File: src/rtl/fv_info_rd_arbiter_pkg.sv
// ---------------------------------------------------------------------------
// fv_info_rd_arbiter_pkg
// Shared definitions for the FV info SRAM read arbiter: FSM state type and
// default geometry (4 PEs, 128 x 8 bank).
// ---------------------------------------------------------------------------
package fv_info_rd_arbiter_pkg;

  localparam int DEF_NUM_PE = 4;
  localparam int DEF_ADDR_W = 7;
  localparam int DEF_DATA_W = 8;

  typedef enum logic [1:0] {
    ST_IDLE = 2'd0,
    ST_READ = 2'd1,
    ST_CAPT = 2'd2,
    ST_RESP = 2'd3
  } fv_arb_state_t;

endpackage

File: src/rtl/fv_rr_arbiter.sv
// ---------------------------------------------------------------------------
// fv_rr_arbiter
// Combinational round-robin picker: scans req_i starting at ptr_i and wrapping
// modulo N; the first set bit wins.
// Ports:
//   req_i     [N]        request vector
//   ptr_i     [clog2 N]  index where the search starts
//   gnt_o     [N]        one-hot grant (all zero when no request)
//   gnt_idx_o [clog2 N]  binary index of the grant
// ---------------------------------------------------------------------------
module fv_rr_arbiter
  import fv_info_rd_arbiter_pkg::*;
#(
  parameter int N = DEF_NUM_PE
) (
  input  logic [N-1:0]         req_i,
  input  logic [$clog2(N)-1:0] ptr_i,
  output logic [N-1:0]         gnt_o,
  output logic [$clog2(N)-1:0] gnt_idx_o
);

  localparam int IW = $clog2(N);

  logic          found;
  logic [IW-1:0] sel;

  always_comb begin
    gnt_o     = '0;
    gnt_idx_o = '0;
    found     = 1'b0;
    sel       = '0;
    for (int k = 0; k < N; k++) begin
      sel = IW'((int'(ptr_i) + k) % N);
      if (!found && req_i[sel]) begin
        found      = 1'b1;
        gnt_o[sel] = 1'b1;
        gnt_idx_o  = sel;
      end
    end
  end

endmodule

File: src/rtl/fv_info_rd_arbiter.sv
// ---------------------------------------------------------------------------
// fv_info_rd_arbiter
// Arbitrates NUM_PE read requesters onto one FV info SRAM port. One read is
// in flight at a time: IDLE (accept) -> READ (CEN low) -> CAPT (register Q)
// -> RESP (hold response until the FV FIFO takes it).
// Build option: FV_INFO_ARB_FIXED_PRIO_EN selects fixed priority (lowest
// index wins, no last-grant pointer); default is round-robin.
// Ports:
//   clk, reset         clock, async active-high reset
//   req_valid/req_addr per-PE request and packed address
//   req_ready          one-hot accept, only ever high in IDLE
//   sram_cen/sram_a    SRAM enable (active-low) and address
//   sram_q             SRAM data, valid the cycle after CEN low
//   rsp_valid/rsp_pe_id/rsp_data/rsp_ready  response toward the FV FIFO
// ---------------------------------------------------------------------------
module fv_info_rd_arbiter
  import fv_info_rd_arbiter_pkg::*;
#(
  parameter int NUM_PE = DEF_NUM_PE,
  parameter int ADDR_W = DEF_ADDR_W,
  parameter int DATA_W = DEF_DATA_W
) (
  input  logic                      clk,
  input  logic                      reset,
  input  logic [NUM_PE-1:0]         req_valid,
  input  logic [NUM_PE*ADDR_W-1:0]  req_addr,
  output logic [NUM_PE-1:0]         req_ready,
  output logic                      sram_cen,
  output logic [ADDR_W-1:0]         sram_a,
  input  logic [DATA_W-1:0]         sram_q,
  output logic                      rsp_valid,
  output logic [$clog2(NUM_PE)-1:0] rsp_pe_id,
  output logic [DATA_W-1:0]         rsp_data,
  input  logic                      rsp_ready
);

  localparam int ID_W = $clog2(NUM_PE);

  fv_arb_state_t     state_q, state_d;
  logic [ADDR_W-1:0] addr_q, addr_sel;
  logic [ID_W-1:0]   id_q;
  logic [ID_W-1:0]   rsp_pe_id_q;
  logic [DATA_W-1:0] rsp_data_q;
  logic [NUM_PE-1:0] grant;
  logic [ID_W-1:0]   grant_idx;
  logic              accept;

`ifdef FV_INFO_ARB_FIXED_PRIO_EN
  logic found;

  always_comb begin
    grant     = '0;
    grant_idx = '0;
    found     = 1'b0;
    for (int k = 0; k < NUM_PE; k++) begin
      if (!found && req_valid[k]) begin
        found     = 1'b1;
        grant[k]  = 1'b1;
        grant_idx = ID_W'(k);
      end
    end
  end
`else
  logic [ID_W-1:0] last_grant_q, last_grant_d;
  logic [ID_W-1:0] rr_ptr;

  assign rr_ptr = (last_grant_q == ID_W'(NUM_PE - 1)) ? '0 : last_grant_q + 1'b1;
  assign last_grant_d = accept ? grant_idx : last_grant_q;

  fv_rr_arbiter #(.N(NUM_PE)) u_rr (
    .req_i     (req_valid),
    .ptr_i     (rr_ptr),
    .gnt_o     (grant),
    .gnt_idx_o (grant_idx)
  );

  always_ff @(posedge clk or posedge reset) begin
    if (reset) last_grant_q <= ID_W'(NUM_PE - 1);
    else       last_grant_q <= last_grant_d;
  end
`endif

  // grant is one-hot, so an OR of masked slices selects the winner's address
  always_comb begin
    addr_sel = '0;
    for (int k = 0; k < NUM_PE; k++) begin
      if (grant[k]) addr_sel = addr_sel | req_addr[k*ADDR_W +: ADDR_W];
    end
  end

  // reset is in the accept term so req_ready is low while reset is held,
  // even though IDLE would otherwise grant combinationally
  always_comb begin
    state_d   = state_q;
    req_ready = '0;
    accept    = 1'b0;
    sram_cen  = 1'b1;
    sram_a    = '0;
    rsp_valid = 1'b0;
    case (state_q)
      ST_IDLE: begin
        if (|req_valid && !reset) begin
          req_ready = grant;
          accept    = 1'b1;
          state_d   = ST_READ;
        end
      end
      ST_READ: begin
        sram_cen = 1'b0;
        sram_a   = addr_q;
        state_d  = ST_CAPT;
      end
      ST_CAPT: state_d = ST_RESP;
      ST_RESP: begin
        rsp_valid = 1'b1;
        if (rsp_ready) state_d = ST_IDLE;
      end
      default: state_d = ST_IDLE;
    endcase
  end

  always_ff @(posedge clk or posedge reset) begin
    if (reset) begin
      state_q     <= ST_IDLE;
      addr_q      <= '0;
      id_q        <= '0;
      rsp_pe_id_q <= '0;
      rsp_data_q  <= '0;
    end else begin
      state_q <= state_d;
      if (accept) begin
        addr_q <= addr_sel;
        id_q   <= grant_idx;
      end
      if (state_q == ST_CAPT) begin
        rsp_data_q  <= sram_q;
        rsp_pe_id_q <= id_q;
      end
    end
  end

  assign rsp_data  = rsp_data_q;
  assign rsp_pe_id = rsp_pe_id_q;

endmodule

File: config.mk
export PLATFORM = sky130hd
export DESIGN_NAME = fv_info_rd_arbiter
export DESIGN_NICKNAME = d
export VERILOG_FILES = /design/src/rtl/fv_info_rd_arbiter_pkg.sv /design/src/rtl/fv_rr_arbiter.sv /design/src/rtl/fv_info_rd_arbiter.sv
export SDC_FILE = /design/constraint.sdc
export NUM_CORES = 1
export LEC_CHECK = 0
export ABC_CLOCK_PERIOD_IN_PS = 4300
export CORE_ASPECT_RATIO = 0.5
export CORE_UTILIZATION = 43
export DETAILED_ROUTE_END_ITERATION = 6
export PLACE_DENSITY = 0.81
export SKIP_LAST_GASP = 1
export SYNTH_ARGS = -nofsm -noshare
export SYNTH_HDL_FRONTEND = slang
export SYNTH_SLANG_ARGS = --single-unit
File: constraint.sdc
create_clock -name clk -period 4.3 [get_ports clk]
set_input_delay 1.075 -clock clk [delete_from_list [all_inputs] [get_ports clk]]
set_output_delay 1.075 -clock clk [all_outputs]
set_load 0.05 [all_outputs]
==> results.toml <==
[status]
run_status = "finished clean"

[floorplanning]
pin_count = 66
start_util_pct = 46.1
core.rowCount = 15
fp.dieArea_um2 = 4050
die_width_um = 89.0
dieHeight_um = 45.5
fp.coreArea_um2 = 3530

[critical_path]
critPathTopFamily = "buffers and inverters"
ff2ff_setup_slack_ns = 1.14
r2r.worst_path.cells = 10
worstSetupStartpoint = "req_valid[2]"
regToRegEndpoint = "addr_q[1]$_DFFE_PP0P_"
timing.critical_path.cells = "clkdlybuf4s50_1 > mux4_2 > a21oi_2 > nor2b_1 > a2111o_1 > and2_1 > buf_12"
critical_path_cell_count = 7
startpoint_type = "primary input"
cp.required_ns = 3.22
cp_slowest_stage_delay_ns = 0.61
timing.setup.critical_path_class = "in2out"
worst_ep_arrival_time_ns = 3.13
critical_path.n_buffers_inverters = 2
regToRegStartpoint = "last_grant_q[0]$_DFFE_PP1P_"
endpoint = "req_ready[1]"
critPathSlowestCell = "sky130_fd_sc_hd__mux4_2"
setup.worst_path.end_class = "output pin"
worst-path-max-fanout = 7

[logic_synthesis]
synth_adder_area_share_pct = 6.92
synth_top_family_by_area = "compound AO/OA/AOI/OAI gates"
ys_seq_area_share_pct = 35.5
synth_seq_cells = 23
ys.flop_type = "sky130_fd_sc_hd__dfrtp_1"
postSynthCellCount = 173
ys_types = 45
synth_compound_area_share_pct = 22.4
synthesis.area_um2 = 1630
synth_fp_nets = 225
synth-async-reset-ratio_pct = 100
simple_gate_fraction_of_synth_area_pct = 19.7
synth_edf_count = 0
synth.mux.area_fraction_pct = 10.8
yosys.area_share.xor_xnor_pct = 0
syn-mean-instance-area_um2 = 9.41
yosysWarnings = 0

[sta]
period_share_pct = 97.9
timing_max_transition_violations_final = 0
report.final.setup_viol = 0
finalWorstPathRequiredPeriod_ns = 4.21
setup_tns_ns = 0
unrepaired_setup_endpoints_after_global_routing = "no"
hold_viol_final = 0
worst-slew-pin-transition_ns = 0.882
post-route-worst-setup-slack_ns = 0.0923
maxSlewHeadroom_pct = 41.1
worst_clock_skew_ns = 0.00222
max_freq_mhz = 238

[grt]
grt_max_degree = 24
number_of_global_route_vias_before_repair = 1498
global_route_wire_length_before_repair_um = 7160
global_route.overflow_total = 0
grt_usage_pct = 23.6
grt_antenna_before_repair = 0

[detailed_routing]
route.final.wire_length_um = 4550
dr.pass1.iters = 4
ant_nets = 0
via_total_after_detailed_routing = 1662
dr.first_iter.drc_count = 50
post_drt_via_cell_ratio = 5.60
route.detailed.drc = 0
final_routed_wire_length_divided_by_cell_count_um = 15.3

[place]
port_buffers = 65
dpl.hpwl_um = 3630
gpl.final_weighted_congestion = 0.894
place_ws_ns = 0.0726
place_inst = 293

[cells_and_area]
area.growth.synth_to_final_pct = 52.4
antennaDiodeCount = 0
layout_cell_share_with_drive_strength_beyond_1_pct = 15.4
fin_cells = 297
final_common_cell = "sky130_fd_sc_hd__clkdlybuf4s50_1"
final_cell_mix = "58 x sky130_fd_sc_hd__clkdlybuf4s50_1, 21 x sky130_fd_sc_hd__dfrtp_1, 15 x sky130_fd_sc_hd__a21oi_1"
fillers = 276
nNetsFinal = 299

[clock_tree]
clock_latency_ns = 0.26
clk_pin_slew_ns = 0.07
cts_made_buffers = 3
cts_tree = "built"
buffer_type_at_the_clock_tree_root = "sky130_fd_sc_hd__clkbuf_8"
postCtsSetupRepairBufs = 0
cts.htree.levels = 1
clock_path_buffers = 2
clock_sink_count = 23

[power]
ir_worst_vdd_uv = 454
static_leakage_power_nw = 1.06
power-per-cell-area_nw_per_um2 = 796

[min_path]
min_path_type = "reg2reg"

[flow_run]
max-cap-violations = 0
layer usage:
metal | share of wire (%) | GRT usage [%] | vias up | wire [um]
met5 | 0 | 0 | - | 0
met4 | 1.0 | 6.98 | 0 | 46
met3 | 4.6 | 3.80 | 4 | 209
met2 | 48 | 39.7 | 74 | 2210
met1 | 46 | 32.2 | 795 | 2090
li1 | - | - | 789 | -
cell type report:
type | count | area (um2) | share of cell area, %
flip-flops and latches | 23 | 578 | 23.3
repair buffers | 77 | 776 | 31.3
clock buffers | 4 | 45.0 | 1.82
multi-input cells | 132 | 981 | 39.5
inverters | 10 | 37.5 | 1.51
well taps | 51 | 63.8 | 2.57
through the flow:
step	utilization, %	hold WS [ns]	area, um2	total power, W
after detailed placement	68.7	0.478	2420	0.00183
after global routing	70.3	0.533	2480	0.00210
after global placement	68.7	0.474	2420	0.00180
final	70.3	0.507	2480	0.00197
after CTS	69.9	0.513	2470	0.00197
after floorplan	-	0.459	1630	0.00136
worst min path at each step:
stage / startpoint / to / slack [ns] / depth (start not counted)
after floorplan: id_q[0]$_DFFE_PP0P_ / id_q[0]$_DFFE_PP0P_ / 0.46 / 1
after global placement: id_q[0]$_DFFE_PP0P_ / id_q[0]$_DFFE_PP0P_ / 0.47 / 1
after detailed placement: id_q[0]$_DFFE_PP0P_ / id_q[0]$_DFFE_PP0P_ / 0.48 / 1
after CTS: rsp_data[1]$_DFFE_PP0P_ / rsp_data[1]$_DFFE_PP0P_ / 0.51 / 1
after global routing: id_q[0]$_DFFE_PP0P_ / id_q[0]$_DFFE_PP0P_ / 0.53 / 1
final: rsp_data[1]$_DFFE_PP0P_ / rsp_data[1]$_DFFE_PP0P_ / 0.51 / 1
kinds of logic after synthesis:
logic type	after synthesis
muxes	15
AOI/OAI and AO/OA	51
adders and majority gates	9
and+or+nand+nor	57
buffers and inverters	18
DFF	23
cells in the mapped netlist, types with 4 or more instances:
cell | n | share of area, %
sky130_fd_sc_hd__clkbuf_1 | 4 | 0.92
sky130_fd_sc_hd__and2_1 | 12 | 4.6
sky130_fd_sc_hd__mux2_2 | 11 | 7.6
sky130_fd_sc_hd__nor2_1 | 13 | 3.0
sky130_fd_sc_hd__a221oi_1 | 7 | 3.8
sky130_fd_sc_hd__nor2b_1 | 6 | 2.3
sky130_fd_sc_hd__o21ai_0 | 4 | 1.2
sky130_fd_sc_hd__nand2_1 | 7 | 1.6
sky130_fd_sc_hd__ha_1 | 9 | 6.9
sky130_fd_sc_hd__dfrtp_1 | 21 | 32
sky130_fd_sc_hd__a21oi_1 | 15 | 4.6
sky130_fd_sc_hd__inv_1 | 10 | 2.3
sky130_fd_sc_hd__a22oi_1 | 7 | 3.2
sequential cells by signal, summed over array words and instances, names as in the netlist:
| signal | flops |
|---|---|
| state_q | 2 |
| addr_q | 7 |
| id_q | 2 |
| last_grant_q | 2 |
| rsp_data | 8 |
| rsp_pe_id | 2 |
what timing repair did:
action	4_1_cts	5_1_grt
hold buffers	0	0
gates resized for setup	0	4
endpoints found under the setup margin	0	3
report_power, final:
part / internal (W) / switching, W
Sequential: 0.000338 / 0.0000792
Combinational: 0.000588 / 0.000838
Clock: 0.0000661 / 0.0000648
Note: power is estimated with default switching activity, not from simulation.
